<file path="config.mk">
export PLATFORM = sky130hd
export DESIGN_NAME = seg_scan_sched
export DESIGN_NICKNAME = d
export VERILOG_FILES = /design/src/rtl/seg_scan_sched.sv
export SDC_FILE = /design/constraint.sdc
export NUM_CORES = 1
export LEC_CHECK = 0
export CORE_AREA = 8 8 80 100
export DETAILED_ROUTE_END_ITERATION = 8
export DIE_AREA = 0 0 88 108
export PLACE_DENSITY = 0.71
export SETUP_SLACK_MARGIN = 0.1
export SLEW_MARGIN = 10
export SYNTH_ARGS = -nofsm -noshare
export SYNTH_HDL_FRONTEND = slang
export SYNTH_SLANG_ARGS = --single-unit
</file>
<file path="constraint.sdc">
create_clock -name clk -period 2.8 [get_ports clk]
set_input_delay 0.7 -clock clk [delete_from_list [all_inputs] [get_ports clk]]
set_output_delay 0.7 -clock clk [all_outputs]
set_load 0.03 [all_outputs]
</file>
<file path="src/rtl/seg_scan_sched.sv">
// Digit scan and page scheduler for the 4-digit level display: free-running scan, value page hold, level-change blink.
// scan/frame_tick are registered, din is combinational from registers; inputs are sampled every cycle with no backpressure.
module seg_scan_sched #(
  parameter int DIV         = 50000,
  parameter int HOLD_FRAMES = 200,
  parameter int BLINK_HALF  = 25
) (
  input  logic        clk,
  input  logic        rst_n,
  input  logic [3:0]  lvl_i,
  input  logic [15:0] val_bcd_i,
  input  logic        show_req_i,
  output logic [1:0]  scan_o,
  output logic [3:0]  din_o,
  output logic        page_o,
  output logic        blank_o,
  output logic        frame_tick_o,
  output logic        busy_o
);

  localparam int BLINK_FRAMES = 4 * BLINK_HALF;
  localparam int MAX_CNT      = (HOLD_FRAMES > BLINK_FRAMES) ? HOLD_FRAMES : BLINK_FRAMES;
  localparam int CW           = $clog2(MAX_CNT + 1);
  localparam int PW           = $clog2(DIV);

  typedef enum logic [1:0] {ST_LEVEL, ST_SHOW, ST_BLINK} state_t;

  state_t          state_q, state_d;
  logic [CW-1:0]   cnt_q, cnt_d;
  logic            pend_q, pend_d;
  logic [PW-1:0]   presc_q;
  logic [1:0]      scan_q;
  logic            frame_tick_q;
  logic [3:0]      lvl_q;
  logic [15:0]     val_q;

  logic            slot_tick;
  logic            lvl_evt;
  logic [CW-1:0]   cnt_inc;
  logic [CW-1:0]   blink_phase;

  assign slot_tick   = (presc_q == PW'(DIV - 1));
  assign lvl_evt     = (lvl_i != lvl_q);
  assign cnt_inc     = cnt_q + CW'(1);
  assign blink_phase = cnt_q / CW'(BLINK_HALF);

  // Scan timing free-runs; FSM events never disturb it.
  always_ff @(posedge clk or negedge rst_n) begin
    if (!rst_n) begin
      presc_q      <= '0;
      scan_q       <= '0;
      frame_tick_q <= 1'b0;
      lvl_q        <= '0;
      val_q        <= '0;
    end else begin
      presc_q      <= slot_tick ? '0 : presc_q + PW'(1);
      scan_q       <= slot_tick ? scan_q + 2'd1 : scan_q;
      frame_tick_q <= slot_tick && (scan_q == 2'd3);
      lvl_q        <= lvl_i;
      val_q        <= show_req_i ? val_bcd_i : val_q;
    end
  end

  always_ff @(posedge clk or negedge rst_n) begin
    if (!rst_n) begin
      state_q <= ST_LEVEL;
      cnt_q   <= '0;
      pend_q  <= 1'b0;
    end else begin
      state_q <= state_d;
      cnt_q   <= cnt_d;
      pend_q  <= pend_d;
    end
  end

  always_comb begin
    state_d = state_q;
    cnt_d   = cnt_q;
    pend_d  = pend_q;
    if (show_req_i) begin
      // A level change arriving with the request is remembered for after the hold.
      state_d = ST_SHOW;
      cnt_d   = '0;
      if (lvl_evt) pend_d = 1'b1;
    end else begin
      case (state_q)
        ST_LEVEL: begin
          if (lvl_evt) begin
            state_d = ST_BLINK;
            cnt_d   = '0;
          end
        end
        ST_SHOW: begin
          if (lvl_evt) pend_d = 1'b1;
          if (frame_tick_q) begin
            if (cnt_inc == CW'(HOLD_FRAMES)) begin
              state_d = (pend_q || lvl_evt) ? ST_BLINK : ST_LEVEL;
              cnt_d   = '0;
              pend_d  = 1'b0;
            end else begin
              cnt_d = cnt_inc;
            end
          end
        end
        ST_BLINK: begin
          if (lvl_evt) begin
            cnt_d = '0;
          end else if (frame_tick_q) begin
            if (cnt_inc == CW'(BLINK_FRAMES)) begin
              state_d = ST_LEVEL;
              cnt_d   = '0;
            end else begin
              cnt_d = cnt_inc;
            end
          end
        end
        default: begin
          state_d = ST_LEVEL;
          cnt_d   = '0;
          pend_d  = 1'b0;
        end
      endcase
    end
  end

  assign scan_o       = scan_q;
  assign page_o       = (state_q == ST_SHOW);
  assign busy_o       = (state_q != ST_LEVEL);
  assign blank_o      = (state_q == ST_BLINK) && blink_phase[0];
  assign frame_tick_o = frame_tick_q;
  assign din_o        = page_o ? val_q[{scan_q, 2'b00} +: 4] : lvl_q;

endmodule

</file>
==> results.txt, run 1 <==
----------------------------------------------------
[Yosys]
  Synth Instances ... 304
  Warnings from Yosys ... 0
  Post-synth top flop ... sky130_fd_sc_hd__dfrtp_1
  Synthesized area ... roughly 3100 um2
  Flip-flop and latch count after synthesis ... 50
  Mean area per synthesized cell ... 10.2 um2
  Synth Net Count ... about 340
  Number of flops mapped to enable cells by yosys ... 0
  Distinct cells, synth ... 60
  Asr flop ratio synth ... between 90% and 100%
  Fraction of the yosys area taken by sequential cells ... between 40 and 50%

[Critical path]
  Maximum fanout count along the critical path ... 3
  Required time of the worst setup path ... 2.10 ns
  Critical R2R Launch ... cnt_q[3]
  Origin of the worst setup path ... cnt_q[4]
  Peak per-stage delay on the critical path ... 0.40 ns
  Startpoint kind of the worst setup timing path ... flip-flop
  Worst Setup End Kind ... output pin
  Cell with the most instances on the worst path ... sky130_fd_sc_hd__o21ai_2
  Worst Setup Path Type ... reg2out
  Worst endpoint data arrival time ... ~2.7 ns
  Ordered list of cells on the worst path ... or2_4, a21oi_2, a31oi_2, a221oi_2, ha_2, a22oi_2, o21ai_2, mux2_4, o21ai_2, a21boi_2, buf_6
  CP max-delay cell ... sky130_fd_sc_hd__dfrtp_1

[Job]
  Number of violations of the max-capacitance limit ... 0

[Layout]
  Number of antenna cells inserted ... 0
  Layout overhead on the synthesized area ... 25.2%
  Most common cell after layout, fill and taps aside ... sky130_fd_sc_hd__dfrtp_1
  Fraction of final layout cells with drive strength greater than 1 ... about 27%
  Leading cell types in the layout, fill and taps excluded ... 49 x sky130_fd_sc_hd__dfrtp_1, 46 x sky130_fd_sc_hd__buf_4, 25 x sky130_fd_sc_hd__clkdlybuf4s50_1, 24 x sky130_fd_sc_hd__nor2_1
  Total number of nets in the final design ... just over 400

[Timing]
  Slew headroom ... between 60% and 70%
  Pins over their slew limit ... 0
  Clock tree skew after final layout ... ~0.0086 ns
  Crit path setup slack, layout ... -0.593 ns
  Final worst-path cycle share ... 121%
  Total of endpoints with negative setup slack in the final report ... 1
  Final hold viol count ... 0
  Final critical path time including I/O delays and setup ... between 3 and 4 ns
  Maximum clock rate ... just under 0.3 GHz
  RSZ-0062 raised after global routing ... true
  Tightest Pin Transition ... about 0.47 ns

[Placement]
  PortBufs ... 32
  Final weighted congestion of routability-driven global placement ... between 0.9 and 1
  Dpl ws ... -0.673 ns
  Sum of net half-perimeters after detailed placement ... 5460 um

[Clock network]
  Number of buffers created by CTS ... 5
  Clock sink count ... 50
  Clock Tree Buf Depth ... 2
  Clock tree root driver cell ... sky130_fd_sc_hd__clkbuf_8
  Clock latency at the later pin of the worst-skew pair ... roughly 0.31 ns
  Total number of H-tree levels ... 2
  Clock transition at the register clock pins on the worst setup and hold paths after CTS ... 0.09 ns
  CTS tree ... built

[Routing]
  Wire length on met3 ... just over 200 um
  Via total after detailed routing ... 2521
  Detail Route Antenna Nets ... 0
  Amount of wire on met2 after detailed routing ... about 3700 um
  Initial detailed-routing violation count ... 69
  Vias per Instance ... about 5.5
  Initial DRT Pass Iterations ... 6
  Drc violations ... 0
  Top layer used by detailed routing ... met4
  Wirelength, routed ... approximately 7000 um
  WL met1 ... about 2800 um
  Per-cell routed wire length ... about 15 um

[Floorplanning]
  Die area ... 9500 um2
  Row Count ... 33
  Starting Density ... 48.6%
  Die boundary width ... slightly below 90 um
  Top Ports ... 33
  Chip Height ... around 110 um
  Area of the placeable core ... 6400 um2

[Global route]
  Overall overflow remaining after global route ... 0
  Number of global-route vias before repair ... roughly 2700
  Wire length of the first global-routing pass ... 12000 um
  Pin count of the biggest net entering global routing ... 22
  Global router's overall resource usage ... around 16%
  Number of antenna violations at the first check in global routing ... 0

[Min path]
  Hold/Removal Path Class ... in2async

[Power and ir drop]
  Peak ir drop on the vdd network ... 0.000387 V
  Total leakage power ... about 0.0017 uW
  Overall Power ... approximately 1500 uW
  Power density over the cells ... 388 nW/um2

[Outcome]
  Failing checks ... negative setup slack
  Run status ... complete, but fails checks

----------------------------------------------------
==> synthesized netlist by cell type (3+ instances only) <==
cell                       instances  area share [%]
sky130_fd_sc_hd__dfrtp_1          50              40
sky130_fd_sc_hd__nor2_1           24             2.9
sky130_fd_sc_hd__mux2_2           22             8.0
sky130_fd_sc_hd__nand2_1          22             2.7
sky130_fd_sc_hd__xor2_1           16             4.5
sky130_fd_sc_hd__nand3_1          15             2.4
sky130_fd_sc_hd__o21ai_0          15             2.4
sky130_fd_sc_hd__inv_1            13             1.6
sky130_fd_sc_hd__ha_1             10             4.0
sky130_fd_sc_hd__a21oi_1           9             1.4
sky130_fd_sc_hd__xnor2_1           8             2.3
sky130_fd_sc_hd__and3_1            7             1.4
sky130_fd_sc_hd__nand2b_1          7             1.4
sky130_fd_sc_hd__o211ai_1          6             1.4
sky130_fd_sc_hd__buf_6             5             1.8
sky130_fd_sc_hd__clkbuf_1          4            0.48
sky130_fd_sc_hd__mux4_2            4             2.9
sky130_fd_sc_hd__nor2b_1           4            0.80
sky130_fd_sc_hd__o31ai_1           4            0.97
sky130_fd_sc_hd__a211oi_1          3            0.72
sky130_fd_sc_hd__a21o_1            3            0.72
sky130_fd_sc_hd__a31oi_1           3            0.60
sky130_fd_sc_hd__buf_4             3            0.72
sky130_fd_sc_hd__nor3_1            3            0.48
sky130_fd_sc_hd__nor4_1            3            0.60
==> area by class of cell <==
cell class,count,area [um2]
Clock inverter,3,45.0
Clock buffer,5,68.8
Multi-Input combinational cell,226,1720
Fill cell,547,2510
Inverter,13,48.8
Timing Repair Buffer,78,652
Sequential cell,50,1250
Tap cell,87,109
==> cells by family (layout without fill, tap and decap cells) <==
family,after synthesis,count (layout),share of synthesized area [%]
multiplexers,29,29,12.0
adder cells (fa/ha/maj),10,10,4.02
flip-flops,50,50,40.2
AO/OA/AOI/OAI,66,66,15.9
XOR/XNOR,24,24,6.76
buffers and inverters,28,99,5.03
AND/OR/NAND/NOR,97,97,16.0
==> final timing paths <==
path / to / slack [ns] / cells after the start
worst min-delay path: val_q[5] / 0.34 / 1
worst min register to register: presc_q[0] / 0.45 / 1
worst max-delay path: blank_o / -0.59 / 11
worst max register to register: cnt_q[3] / 0.34 / 11
min in group clk: presc_q[0] / 0.45 / 1
max in group asynchronous: scan_o[0] / 1.85 / 2
==> registers in the layout, summed over array words and instances, names as in the netlist <==
| signal | count |
|---|---|
| presc_q | 16 |
| state_q | 2 |
| scan_o | 2 |
| val_q | 16 |
| pend_q | 1 |
| frame_tick_o | 1 |
| lvl_q | 4 |
| cnt_q | 8 |
==> metrics by stage <==
step	TNS, ns	instances	area (um2)	utilization (%)	hold slack (ns)
after floorplan	-0.242	304	3110	-	0.404
after global placement	-0.622	450	3740	58.5	0.439
after detailed placement	-0.690	450	3740	58.5	0.443
after CTS	-0.612	460	3880	60.6	0.345
after global routing	-0.712	462	3890	60.8	0.356
final	-0.593	462	3890	60.8	0.337
==> report_power, final <==
group,switching [uW],total (uW),internal [uW],leakage (uW)
logic,109,229,119,0.000992
registers,19.2,772,753,0.000624
clock network,244,510,266,0.0000504
total,373,1510,1140,0.00167
==> worst max-delay path: cells and delay by family, from the launching register on <==
kind	cells	cell delay (ns)
DFF	1	0.40
and+or+nand+nor	1	0.26
AOI/OAI and AO/OA	7	1.01
muxes	1	0.32
buffers and inverters	1	0.14
adders and majority gates	1	0.24
==> metal layers <==
metal  up-vias  GRT usage, %
li1       1229             -
met1      1221          16.3
met2        51          29.6
met3        20          3.19
met4         0          8.51
met5         -             0
==> what timing repair did <==
| item | 4_1_cts | 5_1_grt |
|---|---|---|
| hold buffers | 0 | 0 |
| pin swaps | 8 | 6 |
| setup endpoints to repair | 6 | 6 |
| resized for setup | 15 | 6 |
| buffers inserted | 2 | 2 |
(Power assumes the default switching activity.)
==> run 2, diff against run 1 <==
ABC_CLOCK_PERIOD_IN_PS = 2800   (was default)
==> results of run 2 <==
No change in the layout: final DEF, timing and power equal those of run 1.
